## src/rtl/aes_spi8_pkg.sv

```systemverilog
// Shared definitions for the 8-lane parallel SPI receive path:
// block/lane widths, receiver state encoding and synchroniser idle values.
package aes_spi8_pkg;

    localparam int AES_BLOCK_BITS = 128;
    localparam int SPI8_LANES     = 8;

    typedef enum logic {
        IDLE = 1'b0,
        RECV = 1'b1
    } rx_state_t;

    // Idle values loaded into the synchroniser on reset: deselected, strobe low.
    localparam logic                  SYNC_CS_N_RST   = 1'b1;
    localparam logic                  SYNC_STROBE_RST = 1'b0;
    localparam logic [SPI8_LANES-1:0] SYNC_DATA_RST   = '0;

    // Bus order through the shared chain: {cs_n, strobe, data[7:0]}.
    localparam logic [SPI8_LANES+1:0] SYNC_BUS_RST =
        {SYNC_CS_N_RST, SYNC_STROBE_RST, SYNC_DATA_RST};

endpackage

```

## src/rtl/spi8_sync.sv

```systemverilog
// Multi-stage synchroniser over a bus. Every bit runs through the same
// number of flops so bits that change together arrive together.
module spi8_sync #(
    parameter int               WIDTH   = 10,
    parameter int               STAGES  = 2,
    parameter logic [WIDTH-1:0] RST_VAL = '0
) (
    input  logic             clk,
    input  logic             reset,
    input  logic [WIDTH-1:0] d,
    output logic [WIDTH-1:0] q
);

    if (STAGES < 2) begin : g_bad_stages
        $error("spi8_sync: STAGES must be at least 2");
    end

    logic [STAGES-1:0][WIDTH-1:0] chain;

    // Shift the async bus through STAGES flops; reset loads the idle pattern.
    always_ff @(posedge clk) begin
        if (reset) begin
            chain <= {STAGES{RST_VAL}};
        end else begin
            chain[0] <= d;
            for (int i = 1; i < STAGES; i++) begin
                chain[i] <= chain[i-1];
            end
        end
    end

    assign q = chain[STAGES-1];

endmodule

```

## src/rtl/aes_spi8_rx.sv

```systemverilog
// Receive end of the AES co-processor 8-lane parallel SPI link.
// Synchronises lanes/strobe/cs_n, assembles BYTES_PER_BLOCK bytes per block
// (first byte in the MSBs) and hands blocks out through a one-entry buffer.
// Optional mid-block watchdog: define AES_SPI8_RX_TIMEOUT_EN.
module aes_spi8_rx
    import aes_spi8_pkg::*;
#(
    parameter int SYNC_STAGES     = 2,
    parameter int BYTES_PER_BLOCK = AES_BLOCK_BITS / SPI8_LANES,
    parameter int TIMEOUT_CYCLES  = 4096
) (
    input  logic                         clk,
    input  logic                         reset,
    input  logic [SPI8_LANES-1:0]        spi_data_in,
    input  logic                         spi_clk_in,
    input  logic                         spi_cs_n_in,
    output logic [8*BYTES_PER_BLOCK-1:0] blk_data,
    output logic                         blk_valid,
    input  logic                         blk_ready,
    output logic                         busy,
    output logic                         frame_err,
    output logic                         overflow,
    input  logic                         err_clr,
    output logic [15:0]                  blk_count
);

    localparam int BLK_W = 8 * BYTES_PER_BLOCK;
    localparam int CNT_W = $clog2(BYTES_PER_BLOCK);

    if (BYTES_PER_BLOCK < 2 || TIMEOUT_CYCLES < 1) begin : g_bad_params
        $error("aes_spi8_rx: BYTES_PER_BLOCK must be >= 2 and TIMEOUT_CYCLES >= 1");
    end

    // ---------------- synchronisation ----------------
    logic [SPI8_LANES+1:0] sync_q;
    logic                  cs_n_s;
    logic                  stb_s;
    logic [SPI8_LANES-1:0] data_s;

    spi8_sync #(
        .WIDTH   (SPI8_LANES + 2),
        .STAGES  (SYNC_STAGES),
        .RST_VAL (SYNC_BUS_RST)
    ) u_sync (
        .clk   (clk),
        .reset (reset),
        .d     ({spi_cs_n_in, spi_clk_in, spi_data_in}),
        .q     (sync_q)
    );

    assign cs_n_s = sync_q[SPI8_LANES+1];
    assign stb_s  = sync_q[SPI8_LANES];
    assign data_s = sync_q[SPI8_LANES-1:0];

    // ---------------- receive state ----------------
    rx_state_t              state;
    logic [CNT_W-1:0]       byte_cnt;
    logic [CNT_W-1:0]       cnt_next;
    logic [BLK_W-1:0]       shreg;
    logic                   stb_prev;
    logic                   stb_edge;
    logic                   last_byte;
    logic                   blk_done;
    logic                   cs_armed;
    logic [SYNC_STAGES-1:0] vld_pipe;
    logic                   sync_vld;
    logic                   wdog_fire;
    logic                   fe_set;
    logic                   ov_set;

    // The chain holds reset values for SYNC_STAGES cycles after reset; only
    // once real pin samples come out may a high cs_n arm the receiver.
    assign sync_vld  = vld_pipe[SYNC_STAGES-1];
    assign stb_edge  = stb_s & ~stb_prev;
    assign last_byte = stb_edge && (byte_cnt == CNT_W'(BYTES_PER_BLOCK - 1));

    // Next byte count including this cycle's capture; the cs_n rule is
    // applied to this value so a final byte arriving with cs_n rise counts.
    always_comb begin
        cnt_next = byte_cnt;
        if (stb_edge) begin
            cnt_next = last_byte ? '0 : byte_cnt + 1'b1;
        end
    end

    assign fe_set = (state == RECV) && ((cs_n_s && (cnt_next != '0)) || wdog_fire);
    assign ov_set = blk_done && blk_valid && !blk_ready;
    assign busy   = (state == RECV);

`ifdef AES_SPI8_RX_TIMEOUT_EN
    localparam int WD_W = $clog2(TIMEOUT_CYCLES + 1);
    logic [WD_W-1:0] wdog;

    assign wdog_fire = (state == RECV) && (byte_cnt != '0) && !stb_edge &&
                       (wdog == WD_W'(TIMEOUT_CYCLES - 1));

    // Count idle cycles while a partial block is pending; restart on each byte.
    always_ff @(posedge clk) begin
        if (reset || stb_edge || state != RECV || byte_cnt == '0 || wdog_fire) begin
            wdog <= '0;
        end else begin
            wdog <= wdog + 1'b1;
        end
    end
`else
    assign wdog_fire = 1'b0;
`endif

    // Receiver FSM: frame tracking, byte counting, block completion pulse.
    always_ff @(posedge clk) begin
        if (reset) begin
            state    <= IDLE;
            byte_cnt <= '0;
            stb_prev <= 1'b0;
            blk_done <= 1'b0;
            cs_armed <= 1'b0;
            vld_pipe <= '0;
        end else begin
            vld_pipe <= {vld_pipe[SYNC_STAGES-2:0], 1'b1};
            stb_prev <= stb_s;
            blk_done <= 1'b0;
            if (sync_vld && cs_n_s) begin
                cs_armed <= 1'b1;
            end
            case (state)
                IDLE: begin
                    if (cs_armed && !cs_n_s) begin
                        state    <= RECV;
                        byte_cnt <= '0;
                    end
                end
                RECV: begin
                    blk_done <= last_byte;
                    if (cs_n_s) begin
                        state    <= IDLE;
                        byte_cnt <= '0;
                    end else if (wdog_fire) begin
                        byte_cnt <= '0;
                    end else begin
                        byte_cnt <= cnt_next;
                    end
                end
                default: state <= IDLE;
            endcase
        end
    end

    // Byte shift register; a full block overwrites every bit, so no reset.
    always_ff @(posedge clk) begin
        if (state == RECV && stb_edge) begin
            shreg <= {shreg[BLK_W-SPI8_LANES-1:0], data_s};
        end
    end

    // One-entry output buffer, handshake counter and sticky error flags.
    always_ff @(posedge clk) begin
        if (reset) begin
            blk_data  <= '0;
            blk_valid <= 1'b0;
            blk_count <= '0;
            frame_err <= 1'b0;
            overflow  <= 1'b0;
        end else begin
            if (blk_valid && blk_ready) begin
                blk_count <= blk_count + 1'b1;
            end
            if (blk_done && (!blk_valid || blk_ready)) begin
                blk_data  <= shreg;
                blk_valid <= 1'b1;
            end else if (blk_valid && blk_ready) begin
                blk_valid <= 1'b0;
            end
            frame_err <= fe_set | (frame_err & ~err_clr);
            overflow  <= ov_set | (overflow & ~err_clr);
        end
    end

endmodule

```

## config.mk

```make
export PLATFORM = sky130hd
export DESIGN_NAME = aes_spi8_rx
export DESIGN_NICKNAME = d
export VERILOG_FILES = /design/src/rtl/aes_spi8_pkg.sv /design/src/rtl/spi8_sync.sv /design/src/rtl/aes_spi8_rx.sv
export SDC_FILE = /design/constraint.sdc
export NUM_CORES = 1
export LEC_CHECK = 0
export BUFFER_PORTS_ARGS = -buffer_cell sky130_fd_sc_hd__buf_2
export CAP_MARGIN = 20
export CORE_UTILIZATION = 60
export DETAILED_ROUTE_END_ITERATION = 8
export PLACE_DENSITY_LB_ADDON = 0.1
export SLEW_MARGIN = 20
export SYNTH_ARGS = -nofsm -noshare
export SYNTH_HDL_FRONTEND = slang
export SYNTH_HIERARCHICAL = 1
export SYNTH_SLANG_ARGS = --single-unit
```

## constraint.sdc

```tcl
create_clock -name clk -period 9.8 [get_ports clk]
set_input_delay 0.98 -clock clk [delete_from_list [all_inputs] [get_ports clk]]
set_output_delay 0.98 -clock clk [all_outputs]
set_load 0.05 [all_outputs]
```

==> impl_metrics.toml <==
[status]
outcome = "finished, final reports clean"

[worst_setup_path]
worstReg2RegEnd = "shreg[67]"
reg2reg_depth = 3
crit_path_start = "u_sync/q[8]"
path_class = "register to register"
setup.worst_path.end_class = "register"
cp_top_family = "simple AND/OR/NAND/NOR gates"
cpPeakStageDelay_ns = 0.87
crit_arrival_ns = 2.80
reg2reg_from = "u_sync/q[8]"
reg2reg_slack_ns = 7.15
worst_path_max_delay_cell = "buf_4"
crit_required_ns = 9.95
crit_path_start_kind = "register"
crit_path_max_fanout = 78
crit_buf_inv = 1
crit_chain = "nor2b_1 > and2_4 > buf_4"

[power]
power.share.combinational_pct = 0.8
seqPwrFrac_pct = 54.1
swShare_pct = 19.1
p_int_mw = 1.97
clock_power_share_pct = 45.1
ir_worst_vdd_v = 0.000162
p_switching_mw = 0.467
power_density_nw_per_um2 = 204
leakage_nw = 4.50

[synthesis]
synth.most_common_cell = "nand2_1"
syn-num-nets = 902
ys_seq_area_share_pct = 72.2
yosysUniqueCellTypes = 42
async_flop_share_pct = 0
syn-mean-instance-area_sq_um = 11.5
synth-edff-count = 128
netlist_top_cells_count = "266 x nand2_1, 177 x dfxtp_1, 137 x a21oi_1"
yosysTopAreaCellShare_pct = 37.6
synth.ff_latch_count = 305
syn_inst = 886
synth_area_leaders = "edfxtp_1 38%, dfxtp_1 35%, nand2_1 9.8%, a21oi_1 6.7%, nor2b_1 1.7%"
yosys.area.top_type = "edfxtp_1"
syn_area_sq_um = 10200
synthFlopType = "dfxtp_1"
ys.warnings.count = 6

[clock_network]
clkSlewWorstSetupHoldPaths_ns = 0.06
clockBufferDepth = 3
cts_setup_buffers = 0
h-tree-depth = 1
clk_latency_ns = 0.53
root_buffer = "clkbuf_16"
hold_buffers = 0
post_cts_resized = 0
cts_tree = "built"
cts_buffers = 29
cts.sink_count = 305

[floorplan]
core_area_sq_um = 16600
die_x_um = 133
boundaryPins = 162
rows = 47
die_y_um = 133
die_area_sq_um = 17600
initial_core_util_pct = 61.7

[routing]
wirelength_um = 19500
via_per_inst = 5.21
vias = 6609
wl_per_cell_um = 15.3
ant_nets = 0
drc = 0
drt_pass1_iterations = 5
drtIter0Drc = 481

[layout]
nNetsFinal = 1041
multiInputGateArea_sq_um = 2460
fin_cells = 1268
final-seq-area_sq_um = 7390
drive_above_1_share_pct = 21.6
fillers = 1188
antenna_cells = 0
area_growth_pct = 16.9

[sta]
setup_viol = 0
setup_tns_ns = 0
tightest_slew_ns = 1.00
period_minus_slack_ns = 2.65
max-slew-margin-rel_pct = 33.4
rsz0062_at_grt = "false"
fmax_ghz = 0.378
finalClockSkew_ns = 0.00656
finalCritPeriodShare_pct = 27.0
final-max-slew-violation-count = 0
finalWorstSetupSlack_ns = 7.15
finalHoldViolCount = 0

[placement]
dp.cells = 1214
dpl_worst_slack_ns = 6.71
portBuffers = 161
dp_hpwl_um = 11500
place.gp.congestion = 0.786

[global_route]
grtUsageMet3_pct = 4.41
grt_use_met1_pct = 31.0
grt_use_met2_pct = 35.6
grt_first_pass_wirelength_um = 31400
gr-usage-all-layers_pct = 22.2
grt_max_degree = 113
grt_pass1_vias = 6249
grt_overflow = 0
grt_antenna_before_repair = 0
gr-max-usage-layer = "met2"

[min_path]
hold-path-endpoint = "shreg[0]"
whs_path_depth = 0
hold_path_startpoint = "u_sync/q[0]"
hp-class = "register to register"

[run]
cap_violations = 0
[through the flow]
stage	hold slack, ns	util (%)	power (mW)	cell area [sq um]
2_1_floorplan	0.383	-	1.36	10200
3_3_place_gp	0.389	66.3	1.37	11000
3_5_place_dp	0.390	66.3	1.37	11000
4_1_cts	0.404	72.0	2.46	11900
5_1_grt	0.411	72.1	2.52	12000
6_report	0.402	72.1	2.44	12000
[layout make-up]
class / instances / share of cell area [%]
clock buffer: 37 / 6.66
clock inverter: 17 / 1.33
inverter: 6 / 0.188
multi-input combinational: 517 / 20.6
sequential: 305 / 61.8
tap: 220 / 2.30
timing repair buffer: 166 / 7.11
[cell families (layout without fill, tap and decap cells)]
logic type | after synthesis | in the layout | synth area share (%)
and+or+nand+nor | 351 | 351 | 14.7
DFF | 305 | 305 | 72.2
AOI/OAI and AO/OA | 148 | 148 | 7.44
buffers and inverters | 64 | 226 | 3.87
xor gates and xnor gates | 11 | 11 | 0.942
muxes | 5 | 5 | 0.538
adders and majority gates | 2 | 2 | 0.245
[routing by layer]
| layer | part of all wire (%) | wire length (um) |
|---|---|---|
| met1 | 45 | 8690 |
| met2 | 48 | 9290 |
| met3 | 5.4 | 1050 |
| met4 | 2.1 | 417 |
| met5 | 0 | 0 |
[layout by cell type, fill, tap and decap left out, types with 2 or more instances in the layout]
cell type | Yosys | routed
nor3_1 | 3 | 3
dfxtp_1 | 177 | 177
clkbuf_1 | 16 | 4
xor2_1 | 7 | 7
nor2_1 | 22 | 22
clkinv_1 | 0 | 4
o21ai_0 | 4 | 4
clkbuf_16 | 0 | 29
nand2b_1 | 3 | 2
ha_1 | 2 | 2
a22oi_1 | 2 | 2
bufinv_16 | 0 | 3
xnor2_1 | 4 | 4
buf_2 | 16 | 160
clkinv_2 | 0 | 9
clkbuf_8 | 0 | 4
inv_1 | 6 | 6
nand3_1 | 8 | 8
and2_1 | 3 | 2
nand3b_1 | 2 | 2
nand2_1 | 266 | 266
edfxtp_1 | 128 | 128
mux2_2 | 4 | 4
nand4_1 | 4 | 4
buf_4 | 14 | 5
or2_1 | 2 | 2
nor2b_1 | 27 | 26
a21oi_1 | 137 | 137
[worst reg2reg max path, cell delays in order, from the launching register on]
cell     delay [ns]
dfxtp_1        0.39
nor2b_1        0.31
and2_4         0.63
buf_4          0.88
[power by group through the flow]
stage / clock network (mW) / registers (mW) / logic, mW
2_1_floorplan: 0 / 1.35 / 0.0167
3_3_place_gp: 0 / 1.35 / 0.0204
3_5_place_dp: 0 / 1.35 / 0.0206
4_1_cts: 1.12 / 1.32 / 0.0206
5_1_grt: 1.17 / 1.32 / 0.0227
6_report: 1.10 / 1.32 / 0.0204
[worst max-delay path by stage]
stage	endpoint	cells past startpoint
2_1_floorplan	shreg[0]	1
3_3_place_gp	blk_data[0]	6
3_5_place_dp	blk_data[60]	6
4_1_cts	shreg[67]	3
5_1_grt	shreg[67]	3
6_report	shreg[67]	3
[flip-flops by register name, summed over array words and instances, names as in the netlist, 2 cells and up]
signal,count
blk_data,128
shreg,128
blk_count,16
u_sync/chain,10
u_sync/q,10
byte_cnt,4
vld_pipe,2
Note: power is estimated with default switching activity, not from simulation.
